$ cat config.mk
export PLATFORM = sky130hd
export DESIGN_NAME = pacman_motion_flat
export DESIGN_NICKNAME = d
export VERILOG_FILES = /design/src/rtl/pacman_pkg.sv /design/src/rtl/pacman_probe_if.sv /design/src/rtl/pacman_anim_ctr.sv /design/src/rtl/pacman_motion.sv /design/src/flat_wrapper.sv
export SDC_FILE = /design/constraint.sdc
export NUM_CORES = 1
export LEC_CHECK = 0
export BUFFER_PORTS_ARGS = -buffer_cell sky130_fd_sc_hd__buf_2
export CAP_MARGIN = 40
export CORE_AREA = 3 3 76 95
export CTS_CLUSTER_SIZE = 40
export DETAILED_ROUTE_END_ITERATION = 10
export DIE_AREA = 0 0 79 98
export PLACE_DENSITY = 0.75
export SLEW_MARGIN = 20
export SYNTH_ARGS = -nofsm -noshare
export SYNTH_HDL_FRONTEND = slang
export SYNTH_SLANG_ARGS = --single-unit
$ cat constraint.sdc
create_clock -name clk -period 3.7 [get_ports clk]
set_input_delay 0.555 -clock clk [delete_from_list [all_inputs] [get_ports clk]]
set_output_delay 0.555 -clock clk [all_outputs]
set_load 0.02 [all_outputs]
$ cat src/rtl/pacman_pkg.sv
// -----------------------------------------------------------------------------
// pacman_pkg
// Shared types and constants for Pac-Man motion control and the sprite
// renderer: direction encoding, FSM states, tile geometry and the
// opposite-direction helper.
// -----------------------------------------------------------------------------
package pacman_pkg;

    // Joystick and facing direction, shared with the renderer.
    typedef enum logic [1:0] {
        DIR_RT = 2'b00,
        DIR_UP = 2'b01,
        DIR_DN = 2'b10,
        DIR_LT = 2'b11
    } dir_t;

    typedef enum logic [2:0] {
        ST_IDLE,
        ST_TURN_PROBE,
        ST_FWD_PROBE,
        ST_MOVE,
        ST_DYING,
        ST_OVER
    } state_t;

    // Tiles are 8x8 px; a sprite is centred in a tile when its low bits equal 4.
    localparam int         TILE_SHIFT = 3;
    localparam logic [2:0] ALIGN_OFS  = 3'd4;

    // The encoding pairs opposites as bitwise complements (RT<->LT, UP<->DN).
    function automatic dir_t opposite(input dir_t d);
        return dir_t'(~d);
    endfunction

endpackage

$ cat src/rtl/pacman_probe_if.sv
// -----------------------------------------------------------------------------
// pacman_probe_if
// Valid/ready tile query from the motion controller (master) to the maze
// tile ROM (slave).
//   probe_valid  master->slave  query valid
//   probe_tx     master->slave  tile column
//   probe_ty     master->slave  tile row
//   probe_ready  slave->master  query accepted this cycle
//   probe_wall   slave->master  wall flag, valid with probe_valid & probe_ready
// -----------------------------------------------------------------------------
interface pacman_probe_if;
    logic       probe_valid;
    logic [4:0] probe_tx;
    logic [4:0] probe_ty;
    logic       probe_ready;
    logic       probe_wall;

    modport master (
        output probe_valid, probe_tx, probe_ty,
        input  probe_ready, probe_wall
    );

    modport slave (
        input  probe_valid, probe_tx, probe_ty,
        output probe_ready, probe_wall
    );
endinterface

$ cat src/rtl/pacman_anim_ctr.sv
// -----------------------------------------------------------------------------
// pacman_anim_ctr
// Mouth animation: divides moves by ANIM_DIV and walks a 2-bit phase whose
// displayed frame follows 0,1,2,1.
//   clk, rst_n       clock, async active-low reset
//   step             one move completed this cycle
//   clear            restart at frame 0 (death / respawn); wins over step
//   animation_cycle  sprite frame index 0..2
// With step low the counter holds.
// -----------------------------------------------------------------------------
module pacman_anim_ctr #(
    parameter int ANIM_DIV = 2
) (
    input  logic       clk,
    input  logic       rst_n,
    input  logic       step,
    input  logic       clear,
    output logic [1:0] animation_cycle
);

    localparam int CW = (ANIM_DIV > 1) ? $clog2(ANIM_DIV) : 1;

    logic [CW-1:0] move_cnt_q;
    logic [1:0]    phase_q;

    // NOTE: state registers use non-blocking (<=) so every flop samples
    // pre-edge values regardless of statement order.
    always_ff @(posedge clk or negedge rst_n) begin
        if (!rst_n) begin
            move_cnt_q <= '0;
            phase_q    <= '0;
        end else if (clear) begin
            move_cnt_q <= '0;
            phase_q    <= '0;
        end else if (step) begin
            if (move_cnt_q == CW'(ANIM_DIV - 1)) begin
                move_cnt_q <= '0;
                phase_q    <= phase_q + 2'd1;
            end else begin
                move_cnt_q <= move_cnt_q + 1'b1;
            end
        end
    end

    // Phase 3 re-shows frame 1 so the mouth closes smoothly.
    assign animation_cycle = (phase_q == 2'd3) ? 2'd1 : phase_q;

endmodule

$ cat src/rtl/pacman_motion.sv
// -----------------------------------------------------------------------------
// pacman_motion
// Per-frame Pac-Man movement controller feeding the sprite renderer.
//   clk, rst_n       clock, async active-low reset
//   frame_tick       one-cycle pulse per frame (vertical blank)
//   req_valid/dir    joystick request strobe / direction (buffered)
//   kill             ghost-collision pulse
//   probe            tile ROM query port (master side)
//   xloc, yloc       sprite centre in px
//   pacman_dir       facing direction
//   pacman_alive     1 while playing, 0 while dying or game over
//   animation_cycle  mouth frame 0..2
//   lives_left       remaining lives
//   game_over        sticky end-of-game flag
// -----------------------------------------------------------------------------
module pacman_motion
    import pacman_pkg::*;
#(
    parameter int START_X      = 116,
    parameter int START_Y      = 188,
    parameter int MAZE_W       = 224,
    parameter int COLS         = 28,
    parameter int ANIM_DIV     = 2,
    parameter int DEATH_FRAMES = 90,
    parameter int LIVES        = 3
) (
    input  logic                  clk,
    input  logic                  rst_n,
    input  logic                  frame_tick,
    input  logic                  req_valid,
    input  dir_t                  req_dir,
    input  logic                  kill,
    pacman_probe_if.master        probe,
    output logic [8:0]            xloc,
    output logic [8:0]            yloc,
    output dir_t                  pacman_dir,
    output logic                  pacman_alive,
    output logic [1:0]            animation_cycle,
    output logic [1:0]            lives_left,
    output logic                  game_over
);

    localparam int DW = (DEATH_FRAMES > 1) ? $clog2(DEATH_FRAMES) : 1;

    state_t        state_q, state_n;
    logic [8:0]    x_q, x_n, y_q, y_n;
    dir_t          dir_q, dir_n;
    dir_t          req_q, req_n;
    dir_t          turn_q, turn_n;     // request under test, frozen for the probe
    logic [1:0]    lives_q, lives_n;
    logic          alive_q, alive_n;
    logic          over_q, over_n;
    logic [DW-1:0] death_q, death_n;

    logic          aligned, probe_active, accept;
    logic          anim_step, anim_clear;
    dir_t          probe_dir;
    logic [4:0]    tile_x, tile_y, ahead_tx, ahead_ty;

    assign aligned = (x_q[2:0] == ALIGN_OFS) && (y_q[2:0] == ALIGN_OFS);
    assign tile_x  = x_q[TILE_SHIFT +: 5];
    assign tile_y  = y_q[TILE_SHIFT +: 5];

    // Probe outputs decode straight from registered state, so they hold
    // steady through a stall and drop asynchronously with reset.
    assign probe_active = (state_q == ST_TURN_PROBE) ||
                          (state_q == ST_FWD_PROBE && aligned);
    assign probe_dir    = (state_q == ST_TURN_PROBE) ? turn_q : dir_q;
    assign accept       = probe_active && probe.probe_ready;

    // Ahead tile: columns wrap through the tunnel, rows clamp.
    always_comb begin
        ahead_tx = tile_x;
        ahead_ty = tile_y;
        unique case (probe_dir)
            DIR_RT: ahead_tx = (tile_x == 5'(COLS - 1)) ? 5'd0 : tile_x + 5'd1;
            DIR_LT: ahead_tx = (tile_x == 5'd0) ? 5'(COLS - 1) : tile_x - 5'd1;
            DIR_UP: ahead_ty = (tile_y == 5'd0) ? 5'd0 : tile_y - 5'd1;
            DIR_DN: ahead_ty = (tile_y == 5'd31) ? 5'd31 : tile_y + 5'd1;
        endcase
    end

    assign probe.probe_valid = probe_active;
    assign probe.probe_tx    = probe_active ? ahead_tx : 5'd0;
    assign probe.probe_ty    = probe_active ? ahead_ty : 5'd0;

    // NOTE: every variable driven here gets a default first, so no branch
    // can leave one unassigned and infer a latch.
    always_comb begin
        state_n    = state_q;
        x_n        = x_q;
        y_n        = y_q;
        dir_n      = dir_q;
        req_n      = req_q;
        turn_n     = turn_q;
        lives_n    = lives_q;
        alive_n    = alive_q;
        over_n     = over_q;
        death_n    = death_q;
        anim_step  = 1'b0;
        anim_clear = 1'b0;

        if (req_valid && state_q != ST_OVER) begin
            req_n = req_dir;
        end

        if (kill && (state_q == ST_IDLE || state_q == ST_TURN_PROBE ||
                     state_q == ST_FWD_PROBE || state_q == ST_MOVE)) begin
            // Abort the frame; position and direction freeze where they are.
            state_n    = ST_DYING;
            alive_n    = 1'b0;
            lives_n    = lives_q - 2'd1;
            death_n    = '0;
            anim_clear = 1'b1;
        end else begin
            unique case (state_q)
                ST_IDLE: begin
                    if (frame_tick) begin
                        if (req_q == opposite(dir_q)) begin
                            dir_n   = req_q;        // reversal needs no probe
                            state_n = ST_FWD_PROBE;
                        end else if (aligned && req_q != dir_q) begin
                            turn_n  = req_q;
                            state_n = ST_TURN_PROBE;
                        end else begin
                            state_n = ST_FWD_PROBE;
                        end
                    end
                end
                ST_TURN_PROBE: begin
                    if (accept) begin
                        if (!probe.probe_wall) dir_n = turn_q;
                        state_n = ST_FWD_PROBE;
                    end
                end
                ST_FWD_PROBE: begin
                    if (!aligned) begin
                        state_n = ST_MOVE;
                    end else if (accept) begin
                        state_n = probe.probe_wall ? ST_IDLE : ST_MOVE;
                    end
                end
                ST_MOVE: begin
                    unique case (dir_q)
                        DIR_RT: x_n = (x_q == 9'(MAZE_W - 1)) ? 9'd0 : x_q + 9'd1;
                        DIR_LT: x_n = (x_q == 9'd0) ? 9'(MAZE_W - 1) : x_q - 9'd1;
                        DIR_UP: y_n = y_q - 9'd1;
                        DIR_DN: y_n = y_q + 9'd1;
                    endcase
                    anim_step = 1'b1;
                    state_n   = ST_IDLE;
                end
                ST_DYING: begin
                    if (frame_tick) begin
                        if (death_q == DW'(DEATH_FRAMES - 1)) begin
                            if (lives_q == 2'd0) begin
                                over_n  = 1'b1;
                                state_n = ST_OVER;
                            end else begin
                                x_n        = 9'(START_X);
                                y_n        = 9'(START_Y);
                                dir_n      = DIR_LT;
                                req_n      = DIR_LT;
                                anim_clear = 1'b1;
                                alive_n    = 1'b1;
                                state_n    = ST_IDLE;
                            end
                        end else begin
                            death_n = death_q + 1'b1;
                        end
                    end
                end
                ST_OVER: begin
                    over_n  = 1'b1;
                    alive_n = 1'b0;
                end
                default: state_n = ST_IDLE;
            endcase
        end
    end

    always_ff @(posedge clk or negedge rst_n) begin
        if (!rst_n) begin
            state_q <= ST_IDLE;
            x_q     <= 9'(START_X);
            y_q     <= 9'(START_Y);
            dir_q   <= DIR_LT;
            req_q   <= DIR_LT;
            turn_q  <= DIR_LT;
            lives_q <= 2'(LIVES);
            alive_q <= 1'b1;
            over_q  <= 1'b0;
            death_q <= '0;
        end else begin
            state_q <= state_n;
            x_q     <= x_n;
            y_q     <= y_n;
            dir_q   <= dir_n;
            req_q   <= req_n;
            turn_q  <= turn_n;
            lives_q <= lives_n;
            alive_q <= alive_n;
            over_q  <= over_n;
            death_q <= death_n;
        end
    end

    pacman_anim_ctr #(
        .ANIM_DIV (ANIM_DIV)
    ) u_anim (
        .clk             (clk),
        .rst_n           (rst_n),
        .step            (anim_step),
        .clear           (anim_clear),
        .animation_cycle (animation_cycle)
    );

    assign xloc         = x_q;
    assign yloc         = y_q;
    assign pacman_dir   = dir_q;
    assign pacman_alive = alive_q;
    assign lives_left   = lives_q;
    assign game_over    = over_q;

endmodule

$ cat src/flat_wrapper.sv
// flat-port wrapper written by rule: the top's interface ports become plain ports
module pacman_motion_flat import pacman_pkg::*;
#(
    parameter int START_X      = 116,
    parameter int START_Y      = 188,
    parameter int MAZE_W       = 224,
    parameter int COLS         = 28,
    parameter int ANIM_DIV     = 2,
    parameter int DEATH_FRAMES = 90,
    parameter int LIVES        = 3
)
  (clk, rst_n, frame_tick, req_valid, req_dir, kill, xloc, yloc, pacman_dir, pacman_alive, animation_cycle, lives_left, game_over, probe_probe_valid, probe_probe_tx, probe_probe_ty, probe_probe_ready, probe_probe_wall);
  pacman_probe_if probe_i ();
  input  logic clk;
  input  logic rst_n;
  input  logic frame_tick;
  input  logic req_valid;
  input  dir_t req_dir;
  input  logic kill;
  output logic [8:0] xloc;
  output logic [8:0] yloc;
  output dir_t pacman_dir;
  output logic pacman_alive;
  output logic [1:0] animation_cycle;
  output logic [1:0] lives_left;
  output logic game_over;
  output wire logic [$bits(probe_i.probe_valid)-1:0] probe_probe_valid;
  output wire logic [$bits(probe_i.probe_tx)-1:0] probe_probe_tx;
  output wire logic [$bits(probe_i.probe_ty)-1:0] probe_probe_ty;
  input wire logic [$bits(probe_i.probe_ready)-1:0] probe_probe_ready;
  input wire logic [$bits(probe_i.probe_wall)-1:0] probe_probe_wall;
  assign probe_probe_valid = probe_i.probe_valid;
  assign probe_probe_tx = probe_i.probe_tx;
  assign probe_probe_ty = probe_i.probe_ty;
  assign probe_i.probe_ready = probe_probe_ready;
  assign probe_i.probe_wall = probe_probe_wall;
  pacman_motion #(.START_X(START_X), .START_Y(START_Y), .MAZE_W(MAZE_W), .COLS(COLS), .ANIM_DIV(ANIM_DIV), .DEATH_FRAMES(DEATH_FRAMES), .LIVES(LIVES)) u_core (.clk(clk), .rst_n(rst_n), .frame_tick(frame_tick), .req_valid(req_valid), .req_dir(req_dir), .kill(kill), .probe(probe_i), .xloc(xloc), .yloc(yloc), .pacman_dir(pacman_dir), .pacman_alive(pacman_alive), .animation_cycle(animation_cycle), .lives_left(lives_left), .game_over(game_over));
endmodule
Word-level counts from Yosys, hierarchy flattened --
Index checks and enable logic that the tools add are counted.
Storage, ports and cells: register bits 41, logic and storage cells 174
Operators by class: add/sub/neg operators 12, eq/ne operators 39, multiplexer cells 74, bitwise gates (word level) 3, reduce and logical (&&, ||, !) cells 34
Operators with widths (number):
- 9-bit 2-to-1 mux | 8
- 9-bit one-hot mux with 2 select lines | 4
- 2-bit 2-to-1 mux | 20
- 5-bit 2-to-1 mux | 6
- 7-bit 2-to-1 mux | 4
- 3-bit 2-to-1 mux | 9
- 5-bit one-hot mux with 2 select lines | 2
- 9-bit by 1-bit adder with 9-bit output (second input constant) | 2
- 6-bit AND reduction | 3
- 9-bit by 1-bit subtractor with 9-bit output (second input constant) | 2
- 1-bit 2-to-1 mux | 17
- 3-bit one-hot mux with 5 select lines | 1
- 3-bit == test (second input constant) | 4
- 3-bit inequality test (second input constant) | 4
- 2-bit nonzero test | 6
- 5-bit by 1-bit adder with 5-bit output (second input constant) | 2
- 2-bit == test (second input constant) | 5
- 5-bit == test (second input constant) | 2
- 5-bit zero test | 2
- 2-bit by 1-bit inequality test with 1-bit output (second input constant) | 5
- 2-bit inequality test (second input constant) | 5
- 5-bit AND reduction | 2
- 5-bit by 1-bit subtractor with 5-bit output (second input constant) | 2
- 9-bit by 8-bit == test with 1-bit output (second input constant) | 1
- 27 further kinds | 44

Depth between registers and ports, before layout --
Gate-level depths: netlist of run 1.
word-level depth 9, mapped depth 13, depth with buffers taken out 11

Hierarchy --
A second synthesis of run 1 with hierarchy kept.
Second synthesis, totals: cells, all modules 438, area total of the unflattened synthesis 3593.4 µm²
Modules (own cells, without submodules):
- pacman_motion | times used 1, cells each 422, area each 3412.0 µm²
- pacman_anim_ctr | times used 1, cells each 16, area each 181.4 µm²

Least setup slack after synthesis of run 1 --
No wires, ideal clock.
path type register to output, from register u_core.state_q[1], to output port probe_probe_ty[2], data arrival time 2.488 ns, setup slack 0.657 ns, cell stages (with the launch flop) 11, buffers on the path 1, path through dfrtp_1 > or2_1 > nor2_1 > mux2i_1 > ha_1 > clkbuf_1 > nand2b_1 > inv_1 > o221ai_1 > a21oi_1 > nor3_1
Between the ends: longest elaborated chain between the ends 5, elaborated cells on any way between the ends 9, classes of those cells 4 x eq/ne; 3 x mux; 2 x reduce/logical
Ends and longest elaborated chain:
- start, declared | RTL line pacman_motion.sv:45 | state_t state_q, state_n;
- start signal, assigned | RTL line pacman_motion.sv:195 | state_q <= state_n;
- 3-bit by 1-bit == test with 1-bit output | RTL line pacman_motion.sv:66, pacman_motion.sv:68
- 2-bit 2-to-1 mux | RTL line pacman_motion.sv:68 | assign probe_dir = (state_q == ST_TURN_PROBE) ? turn_q : dir_q;
- 2-bit == test / 2-bit by 1-bit == test with 1-bit output (equally long branches) | RTL line pacman_motion.sv:75 | unique case (probe_dir)
- 5-bit one-hot mux with 2 select lines | RTL line pacman_motion.sv:75
- 5-bit 2-to-1 mux * | RTL line pacman_motion.sv:85 | assign probe.probe_ty = probe_active ? ahead_ty : 5'd0;
- end, declared | RTL line flat_wrapper.sv:29 | output wire logic [$bits(probe_i.probe_ty)-1:0] probe_probe_ty;
Mark *: on every way between the ends. The rest lies on a longest branch, timed or not.

Worst setup path after layout of run 1 --
from register u_core.state_q[1], to output port probe_probe_tx[3]
Between the ends: longest elaborated chain between the ends 5, elaborated cells on any way between the ends 9, classes of those cells 3 x eq/ne; 3 x mux; 3 x reduce/logical
Ends and longest elaborated chain:
- 3-bit by 1-bit == test with 1-bit output | RTL line pacman_motion.sv:66, pacman_motion.sv:68
- 2-bit 2-to-1 mux | RTL line pacman_motion.sv:68
- 2-bit == test / 2-bit zero test (equally long branches) | RTL line pacman_motion.sv:75
- 5-bit one-hot mux with 2 select lines | RTL line pacman_motion.sv:75
- 5-bit 2-to-1 mux * | RTL line pacman_motion.sv:84 | assign probe.probe_tx = probe_active ? ahead_tx : 5'd0;
- end, declared | RTL line flat_wrapper.sv:28 | output wire logic [$bits(probe_i.probe_tx)-1:0] probe_probe_tx;
Marked as above.

==> results of run 1 <==
-- per-layer routing --
metal | routed length, um | vias to the layer above
met3 | 369 | 11
met4 | 113 | 0
li1 | - | 1620
met5 | 0 | -
met1 | 3710 | 1530
met2 | 4290 | 101
-- through the flow --
| stage | instances | setup slack (ps) | hold slack (ps) | utilization (%) |
|---|---|---|---|---|
| 3_5_place_dp | 552 | 516 | 457 | 59.6 |
| 5_1_grt | 560 | 3.89 | 228 | 61.4 |
| 6_report | 560 | 219 | 212 | 61.4 |
| 2_1_floorplan | 438 | 657 | 259 | - |
| 3_3_place_gp | 551 | 626 | 463 | 59.2 |
| 4_1_cts | 560 | 182 | 218 | 61.2 |
-- worst max-delay path, stage by stage (launching register included) --
cell and delay, ps:
dfrtp_2 500, or2_1 300, nor2_1 280, mux2i_2 330, inv_1 90, ha_1 290
nor3b_1 190, a211oi_1 250, a21oi_1 70, nor2_1 120, nor3_1 50, buf_2 170
-- power breakdown --
part | total, mW | internal [mW] | switching, mW
clock | 0.325 | 0.169 | 0.156
combinational | 2.37 | 0.972 | 1.40
sequential | 0.892 | 0.636 | 0.256
-- cell type report --
| cell class | instances | area (sq um) | area share [%] |
|---|---|---|---|
| Multi-Input combinational cell | 352 | 2250 | 58.1 |
| Sequential cell | 41 | 1050 | 27.1 |
| Timing Repair Buffer | 49 | 275 | 7.09 |
| Tap cell | 85 | 106 | 2.74 |
| Clock buffer | 7 | 96.3 | 2.48 |
| Inverter | 25 | 93.8 | 2.42 |
| Clock inverter | 1 | 5.00 | 0.129 |
-- sequential cells by signal, summed over array words and instances, names as in the netlist --
name	cells
u_core.pacman_alive	1
u_core.state_q	3
u_core.u_anim.move_cnt_q	1
u_core.turn_q	2
u_core.death_q	7
u_core.yloc	9
u_core.u_anim.phase_q	2
u_core.xloc	9
u_core.lives_left	2
u_core.req_q	2
u_core.pacman_dir	2
u_core.game_over	1
-- cell families (layout without fill, tap and decap cells) --
group | Yosys count | in the layout | synth area share (%)
buf+inv | 45 | 82 | 5.12
flops | 41 | 41 | 30.2
compound gates | 117 | 117 | 21.0
mux | 11 | 11 | 3.39
simple gates | 178 | 178 | 25.5
xor+xnor | 19 | 19 | 4.79
fa+ha+maj | 27 | 27 | 9.95
-- final timing paths --
path                       slack [ps]            startpoint           endpoint
max reg2reg                       820  u_core.pacman_dir[0]     u_core.yloc[8]
min reg2reg                       480      u_core.game_over   u_core.game_over
max                               220     u_core.state_q[1]  probe_probe_tx[3]
min in group clk                  480      u_core.game_over   u_core.game_over
min                               210                 rst_n  u_core.death_q[3]
max in group asynchronous        2940                 rst_n     u_core.xloc[6]
-- cells in the final DEF (no fill, tap or decap), types with 3 or more instances in the layout --
cell type,netlist,final
nor2_1,56,56
buf_2,4,45
nand2_1,36,36
a21oi_1,35,34
ha_1,26,26
inv_1,24,24
dfrtp_1,23,21
dfstp_2,18,18
o21ai_0,17,17
nand3_1,14,14
o21ai_1,14,14
nor3_1,13,13
nor2b_1,11,11
xnor2_1,11,11
xor2_1,8,8
nand2b_1,7,7
or3_1,7,7
clkbuf_8,0,7
nand4_1,6,6
a31oi_1,6,6
mux2_1,6,6
o22ai_1,5,5
and2_1,5,5
o31ai_1,5,5
a21o_1,4,4
or2_1,4,4
a211oi_1,4,4
mux2i_1,5,4
nor4_1,4,4
o22a_1,4,4
o21a_1,3,3
a22oi_1,3,3
and3_1,3,3
buf_4,1,3
==> summary.md, run 1 <==
| Metric | Value |
|---|---|
| Outcome | complete, no violations |
| GR Layer Usage met1 | between 20% and 30% |
| Synth Register Bits | 41 |
| Crit path time final | approximately 3500 ps |
| Slew Viols, Final | 0 |
| CTS tree | yes |
| CTS clk-pin slew, worst paths | 80 ps |
| Share of cells above drive strength 1 | between 10% and 20% |
| Syn_area_per_cell | ~8 sq um |
| Worst Setup End Kind | output pin |
| Largest cells by area after synthesis | dfrtp_1, dfstp_2, ha_1, nor2_1, a21oi_1 |
| WP data required | 3140 ps |
| Worst-Skew Late Latency | 300 ps |
| Crit path max fanout | 15 |
| Yosys warns | 0 |
| Vias in the first global route | approximately 3200 |
| Achievable frequency | around 290 MHz |
| Area after DPL | 3770 sq um |
| I/O Buffers | 45 |
| Initial antenna violation count | 0 |
| Synth top area share | 16.6% |
| Chip Height | 98 um |
| DRT Pass-1 Iters | 7 |
| RSZ-0062 raised after global routing | no |
| Top-count cell post-synth | nor2_1 |
| Core area | ~6300 sq um |
| Final Cell Area | 3880 sq um |
| Cell taking the most area after synthesis | dfrtp_1 |
| Synthesized area | approximately 3500 sq um |
| Ys async rst share | 100% |
| Boundary Pins | 46 |
| Library cells used by synthesis | 62 |
| Placed wire-length estimate | 6.37 mm |
| Post-synth EDFFs | 0 |
| Site Rows | 32 |
| Leak Pwr | between 1.5 and 2 nW |
| Detailed Route WL | about 8.5 mm |
| Fill count | 619 |
| Htree depth | 2 |
| # setup viols final | 0 |
| R2R depth | 10 |
| CP Launch Type | flop |
| Syn-to-layout area delta | 11.8% |
| GR Util met2 | 39.3% |
| Via-per-instance ratio | around 5.8 |
| Antenna Cells | 0 |
| Final ANT Viol Nets | 0 |
| Largest net degree at the start of global routing | 23 |
| Die width | just under 80 um |
| CP Class | flop to output pin |
| MaxCap Viol Count | 0 |
| Post-synthesis net count | roughly 470 |
| Setup bufs post-CTS | 0 |
| Clk buf depth | 2 |
| Number of remaining DRC errors | 0 |
| Worst vdd rail ir drop | roughly 0.00044 V |
| Initial Utilization | a little over half |
| PwrDens | between 900 and 1000 nW/um^2 |
| Post-Syn Instances | ~440 |
| Final GP Congestion | 0.884 |
| Crit path DAT | between 2000 and 3000 ps |
| Final count of hold timing violations | 0 |
| Worst hold path class | primary input to asynchronous set/reset pin |
| Max-slew headroom | between 60 and 70% |
| Sequential element share of the synthesized area | between 30 and 40% |
| Total gr overflow | 0 |
| CTS Buf Count | 5 |
| Post_cts resized | 0 |
| Slew @ Worst Pin | between 500 and 600 ps |
| Top FF cell, synth | dfrtp_1 |
| Vias | roughly 3300 |
| Area of the die | about 7700 sq um |
| CTS Hold Bufs | 0 |
| Setup Skew | around 6.0 ps |
| Top cells by count, synth | nor2_1, nand2_1, a21oi_1, ha_1, inv_1 |
| WL per Instance | about 15 um |
| Gr usage total | between 20% and 30% |
| Met3 Use GR | ~2.9% |
| Setup TNS | 0 ps |
| DR iter-0 viols | 178 |
| First-pass GRT wire length | around 15 mm |
| Fin crit share | ~94% |
| Number of nets in the layout | 510 |
| Final Power | between 3 and 4 mW |
| GRT busiest layer | met2 |
| Clock root buffer | clkbuf_8 |
| # clock sinks | 41 |
Note: power is estimated with default switching activity, not from simulation.
==> run 2, diff against run 1 <==
BUFFER_PORTS_ARGS = not set   (was -buffer_cell sky130_fd_sc_hd__buf_2)
CORE_AREA = 3 3 73 92   (was 3 3 76 95)
DIE_AREA = 0 0 76 95   (was 0 0 79 98)
DONT_BUFFER_PORTS = 1   (was not set)
PLACE_DENSITY = 0.73   (was 0.75)
==> summary.md, run 2 (synthesized netlist as in run 1, its figures left out) <==
| Metric | Value |
|---|---|
| Final count of hold timing violations | 0 (unchanged) |
| CTS tree | yes |
| CP max stage cell | ha_2 |
| Net switching power figure | 1.80 mW (-0.44%) |
| Slew @ Worst Pin | 618 ps (+32.3 ps) |
| Logic gate share of total power | 61.1% (-5.0 points) |
| Share of cells above drive strength 1 | 9.63% (-8.1 points) |
| Die width | 76 um (-3.8%) |
| # clock sinks | 41 (unchanged) |
| Max stage delay on crit path | 440 ps (-60 ps) |
| Worst-Skew Late Latency | 300 ps (about the same) |
| Number of nets in the layout | 471 (-7.6%) |
| Initial antenna violation count | 0 (unchanged) |
| Setup TNS | 0 ps (unchanged) |
| FF-to-FF Start | u_core.pacman_dir[0] |
| Commonest non-fill, non-tap cell in the layout | nor2_1 |
| Initial Utilization | 59.3% (+4.4 points) |
| Sequential Power Share | 28.2% (+3.3 points) |
| Chip Height | 95 um (-3.1%) |
| I/O Buffers | 0 (-100%) |
| CTS clk-pin slew, worst paths | 80 ps (about the same) |
| Total gr overflow | 0 (unchanged) |
| MaxCap Viol Count | 0 (unchanged) |
| Largest net degree at the start of global routing | 24 (+4.3%) |
| Setup Skew | 5.75 ps (-0.272 ps) |
| Crit path DAT | 2810 ps (-120 ps) |
| Worst vdd rail ir drop | 0.000431 V (-2.2%) |
| CP Class | flop to output pin |
| Number of remaining DRC errors | 0 (unchanged) |
| Clk buf depth | 2 (unchanged) |
| CTS Buf Count | 5 (unchanged) |
| Syn-to-layout area delta | 6.59% |
| Fill count | 527 (-15%) |
| Final GP Congestion | 0.952 (+7.6%) |
| Clock power share | 10.7% (+1.6 points) |
| WL per Instance | 16.6 um (+9.6%) |
| Htree depth | 2 (unchanged) |
| RSZ-0062 raised after global routing | no |
| Crit path max fanout | 17 (+2) |
| Vias in the first global route | 3069 (-3.3%) |
| Setup bufs post-CTS | 0 (unchanged) |
| Antenna Cells | 0 (unchanged) |
| DR iter-0 viols | 236 (+33%) |
| Worst Setup End Kind | output pin |
| Pint | 1.76 mW (-0.69%) |
| R2R Setup Slk | 780 ps (-40 ps) |
| Reg-to-Reg End | u_core.yloc[8] |
| Placed wire-length estimate | 6.20 mm (-2.7%) |
| PwrDens | 964 nW/um^2 (+4.3%) |
| Boundary Pins | 46 (unchanged) |
| Crit-path cells | or2_1, nor2_1, mux2i_1, ha_2, nand2b_1, inv_1, o221ai_1, a21oi_1, nor3_1, buf_4 |
| Achievable frequency | 297 MHz (+3.6%) |
| Core area | 5860 sq um (-7.4%) |
| First-pass GRT wire length | 14.4 mm (-1.1%) |
| Area of the die | 7220 sq um (-6.7%) |
| Max-slew headroom | 58.8% (-2.2 points) |
| # setup viols final | 0 (unchanged) |
| DRT Pass-1 Iters | 5 (-2) |
| Slew Viols, Final | 0 (unchanged) |
| Site Rows | 31 (-3.1%) |
| Gr usage total | 24.5% (+1.8 points) |
| Fin crit share | 90.9% (-3.2 points) |
| Final ANT Viol Nets | 0 (unchanged) |
| R2R depth | 10 (unchanged) |
| CP Launch Type | flop |
| PnR worst setup slack | 338 ps (+120 ps) |
| Clock root buffer | clkbuf_8 |
| Area occupied by multi-input gates | 2250 sq um (-0.22%) |
| Vias | 3184 (-2.4%) |
| Crit path launch | u_core.state_q[1] |
| Detailed Route WL | 8.59 mm (+1.3%) |
| Most frequent cells in the layout | nor2_1, nand2_1, a21oi_1 |
| Leak Pwr | 1.58 nW (-10%) |
| Pre-CTS WS | 588 ps (+72.2 ps) |
| Outcome | complete, no violations |
| Sequential cell area | 1050 sq um (-0.24%) |
| Via-per-instance ratio | 6.15 (+5.5%) |
| Crit path time final | 3360 ps (-120 ps) |
| WP data required | 3140 ps (about the same) |
| Net Sw Frac | 50.5% (+0.062 points) |
| Worst hold path class | primary input to asynchronous set/reset pin |
-- run 2: cell types whose count changed in the layout (fill, tap and decap cells not counted), sizes merged --
| cell | previous run | this run |
|---|---|---|
| bufinv | 0 | 1 |
| buf | 49 | 10 |
| clkinv | 2 | 1 |
| clkinvlp | 0 | 1 |
| clkbuf | 7 | 6 |
-- run 2: critical path, delay by kind of cell (launching register included) --
kind,cells,cell delay [ps]
fa+ha+maj,1,440
compound gates,2,250
simple gates,4,860
mux,1,350
flops,1,380
buf+inv,2,240
-- run 2: worst max-delay path by stage --
stage / to / slack, ps / cells past startpoint
floorplan: probe_probe_ty[2] / 660 / 10
global placement: probe_probe_ty[2] / 690 / 9
detailed placement: probe_probe_ty[2] / 590 / 9
CTS: probe_probe_ty[2] / 240 / 9
global route: probe_probe_ty[2] / 80 / 10
finish: probe_probe_ty[2] / 340 / 10
-- run 2: power groups by stage --
| stage | Clock (mW) | Combinational (mW) | Sequential [mW] |
|---|---|---|---|
| after floorplan | 0 | 1.79 | 0.897 |
| after global placement | 0 | 2.09 | 1.01 |
| after global routing | 0.403 | 2.46 | 1.03 |
| after detailed placement | 0 | 2.14 | 1.01 |
| final | 0.380 | 2.18 | 1.01 |
| after CTS | 0.390 | 2.16 | 1.01 |
-- run 2: repair_timing --
| action | in CTS | in global routing |
|---|---|---|
| endpoints found under the hold margin | 23 | 0 |
| hold buffers | 1 | 0 |
| setup endpoints to repair | 0 | 1 |
| resized for setup | 0 | 1 |
-- run 2: cell type report --
type	count	area share, %
well taps	82	2.77
flip-flops and latches	41	28.3
clock buffers	6	2.23
clock inverters	2	1.01
multi-input cells	352	60.8
inverters	25	2.54
repair buffers	10	2.37
-- run 2: per-layer routing --
layer  track usage [%]  vias up  wire length (um)
met2              44.7      122              4340
met4              9.21        0               144
met5                 0        -                 0
met1              28.8     1500              3530
li1                  -     1551                 -
met3              4.48       11               576
-- run 2: per-stage QoR --
step,instance area (sq um),power [mW],instances,utilization (%),hold WS (ps)
detailed placement,3560,3.15,509,60.8,261
global route,3700,3.89,518,63.2,60.1
global placement,3560,3.09,509,60.8,261
finish,3700,3.57,518,63.2,65.2
CTS,3700,3.55,518,63.1,64.1
floorplan,3470,2.68,438,-,259
==> run 3, diff against run 2 <==
CORE_AREA = 2 2 69 87   (was 3 3 73 92)
DIE_AREA = 0 0 71 89   (was 0 0 76 95)
PLACE_DENSITY = 0.79   (was 0.73)
==> summary.md, run 3 (synthesized netlist as in run 1, its figures left out) <==
| Metric | Value |
|---|---|
| Chip Height | 89 um (-6.3%) |
| Clk buf depth | 2 (unchanged) |
| Core area | 5440 sq um (-7.1%) |
| GRT busiest layer | met2 |
| Share of cells above drive strength 1 | 9.61% (-0.022 points) |
| Area after DPL | 3540 sq um (-0.42%) |
| Final Power | 3.47 mW (-2.7%) |
| Placed wire-length estimate | 5.98 mm (-3.6%) |
| Worst hold path class | primary input to asynchronous set/reset pin |
| Vias in the first global route | 3031 (-1.2%) |
| Total gr overflow | 0 (unchanged) |
| Worst-Skew Late Latency | 300 ps (about the same) |
| Crit path launch | u_core.state_q[1] |
| CTS tree | yes |
| CTS Buf Count | 5 (unchanged) |
| # clock sinks | 41 (unchanged) |
| Commonest non-fill, non-tap cell in the layout | nor2_1 |
| Met3 Use GR | 5.07% (+0.59 points) |
| Setup Skew | 4.47 ps (-1.28 ps) |
| Crit path max fanout | 17 (unchanged) |
| Pre-CTS WS | 596 ps (+7.67 ps) |
| R2R depth | 10 (unchanged) |
| DR iter-0 viols | 284 (+20%) |
| Site Rows | 30 (-3.2%) |
| Largest net degree at the start of global routing | 24 (unchanged) |
| PwrDens | 951 nW/um^2 (-1.3%) |
| WP data required | 3140 ps (about the same) |
| Via-per-instance ratio | 6.50 (+5.7%) |
| Max-slew headroom | 60.2% (+1.5 points) |
| Area of the die | 6320 sq um (-12%) |
| Initial Utilization | 63.8% (+4.5 points) |
| GR Layer Usage met1 | 34.7% (+5.9 points) |
| Final Cell Area | 3650 sq um (-1.4%) |
| Final ANT Viol Nets | 0 (unchanged) |
| Number of nets in the layout | 472 (+0.21%) |
| CP Launch Type | flop |
| FF-to-FF Start | u_core.pacman_dir[0] |
| Htree depth | 2 (unchanged) |
| Clock root buffer | clkbuf_8 |
| Initial antenna violation count | 0 (unchanged) |
| Final count of hold timing violations | 0 (unchanged) |
| Final GP Congestion | 0.963 (+1.2%) |
| Setup TNS | 0 ps (unchanged) |
| Most frequent cells in the layout | nor2_1, nand2_1, a21oi_1 |
| Gr usage total | 27.3% (+2.8 points) |
| MaxCap Viol Count | 0 (unchanged) |
| Slew @ Worst Pin | 597 ps (-21.9 ps) |
| Crit path time final | 3450 ps (+83.7 ps) |
| Achievable frequency | 290 MHz (-2.4%) |
| Outcome | complete, no violations |
| GR Util met2 | 48.4% (+3.8 points) |
| Core Util, Final | 67.1% (+3.9 points) |
| Fin Hold WS | 68.1 ps (+2.96 ps) |
| Number of remaining DRC errors | 0 (unchanged) |
| DRT Pass-1 Iters | 5 (unchanged) |
| Post_cts resized | 0 (unchanged) |
| Cells after DPL | 492 (-3.3%) |
| Non-filler cells, final | 501 (-3.3%) |
| Boundary Pins | 46 (unchanged) |
| # setup viols final | 0 (unchanged) |
| Worst Setup End Kind | output pin |
| RSZ-0062 raised after global routing | no |
| PnR worst setup slack | 255 ps (-83.7 ps) |
| WL per Instance | 16.7 um (+0.89%) |
| First-pass GRT wire length | 13.9 mm (-3.4%) |
| CTS clk-pin slew, worst paths | 80 ps (about the same) |
| Vias | 3255 (+2.2%) |
| I/O Buffers | 0 (unchanged) |
| Die width | 71 um (-6.6%) |
| Worst vdd rail ir drop | 0.000656 V (+52%) |
| Syn-to-layout area delta | 5.12% |
| Crit path DAT | 2890 ps (+80 ps) |
| Detailed Route WL | 8.38 mm (-2.4%) |
| Antenna Cells | 0 (unchanged) |
| Slew Viols, Final | 0 (unchanged) |
| Leak Pwr | 1.57 nW (-0.40%) |
| CP Class | flop to output pin |
| Fin crit share | 93.1% (+2.3 points) |
## run 3: cell count changes in the layout (fill, tap and decap cells not counted)
cell	delta
ha_2	-1
buf_4	+1
clkinv_2	+2
bufinv_16	-1
clkbuf_8	-1
ha_1	+1
## run 3: report_power, final
part / total (mW) / internal (mW) / switching, mW / leakage [nW]
Combinational: 2.19 / 0.903 / 1.29 / 1.04
Sequential: 0.985 / 0.636 / 0.349 / 0.486
Clock: 0.294 / 0.130 / 0.163 / 0.0439
Total: 3.47 / 1.67 / 1.80 / 1.57
## run 3: worst max-delay path, stage by stage, from the launching register on
cell,delay [ps]
dfrtp_1,380
or2_1,270
nor2_1,220
nor2_1,70
a21oi_1,240
ha_1,500
nand2b_1,220
a221o_1,330
a21oi_1,130
nor3_1,60
buf_4,170
## run 3: final timing paths
kind | slack, ps | to
hold reg to reg | 530 | u_core.req_q[0]
hold / removal | 70 | u_core.death_q[2]
setup / recovery | 250 | probe_probe_ty[2]
max in group asynchronous | 3480 | u_core.xloc[1]
min in group clk | 380 | u_core.req_q[0]
setup reg to reg | 750 | u_core.yloc[8]
## run 3: cell type report
class | count | area (sq um)
Clock buffer | 5 | 68.8
Clock inverter | 3 | 17.5
Fill cell | 471 | 1790
Inverter | 25 | 93.8
Multi-Input combinational cell | 352 | 2250
Sequential cell | 41 | 1050
Tap cell | 64 | 80.1
Timing Repair Buffer | 11 | 95.1
## run 3: timing repair
| item | in CTS | in global routing |
|---|---|---|
| setup buffers | 0 | 0 |
| endpoints found under the hold margin | 23 | 0 |
| hold buffers | 1 | 0 |
## run 3: metal layers
metal	part of all wire (%)	vias to the layer above	wire, um
li1	-	1549	-
met1	41	1541	3440
met2	50	154	4200
met3	7.6	11	639
met4	1.2	0	99
met5	0	-	0
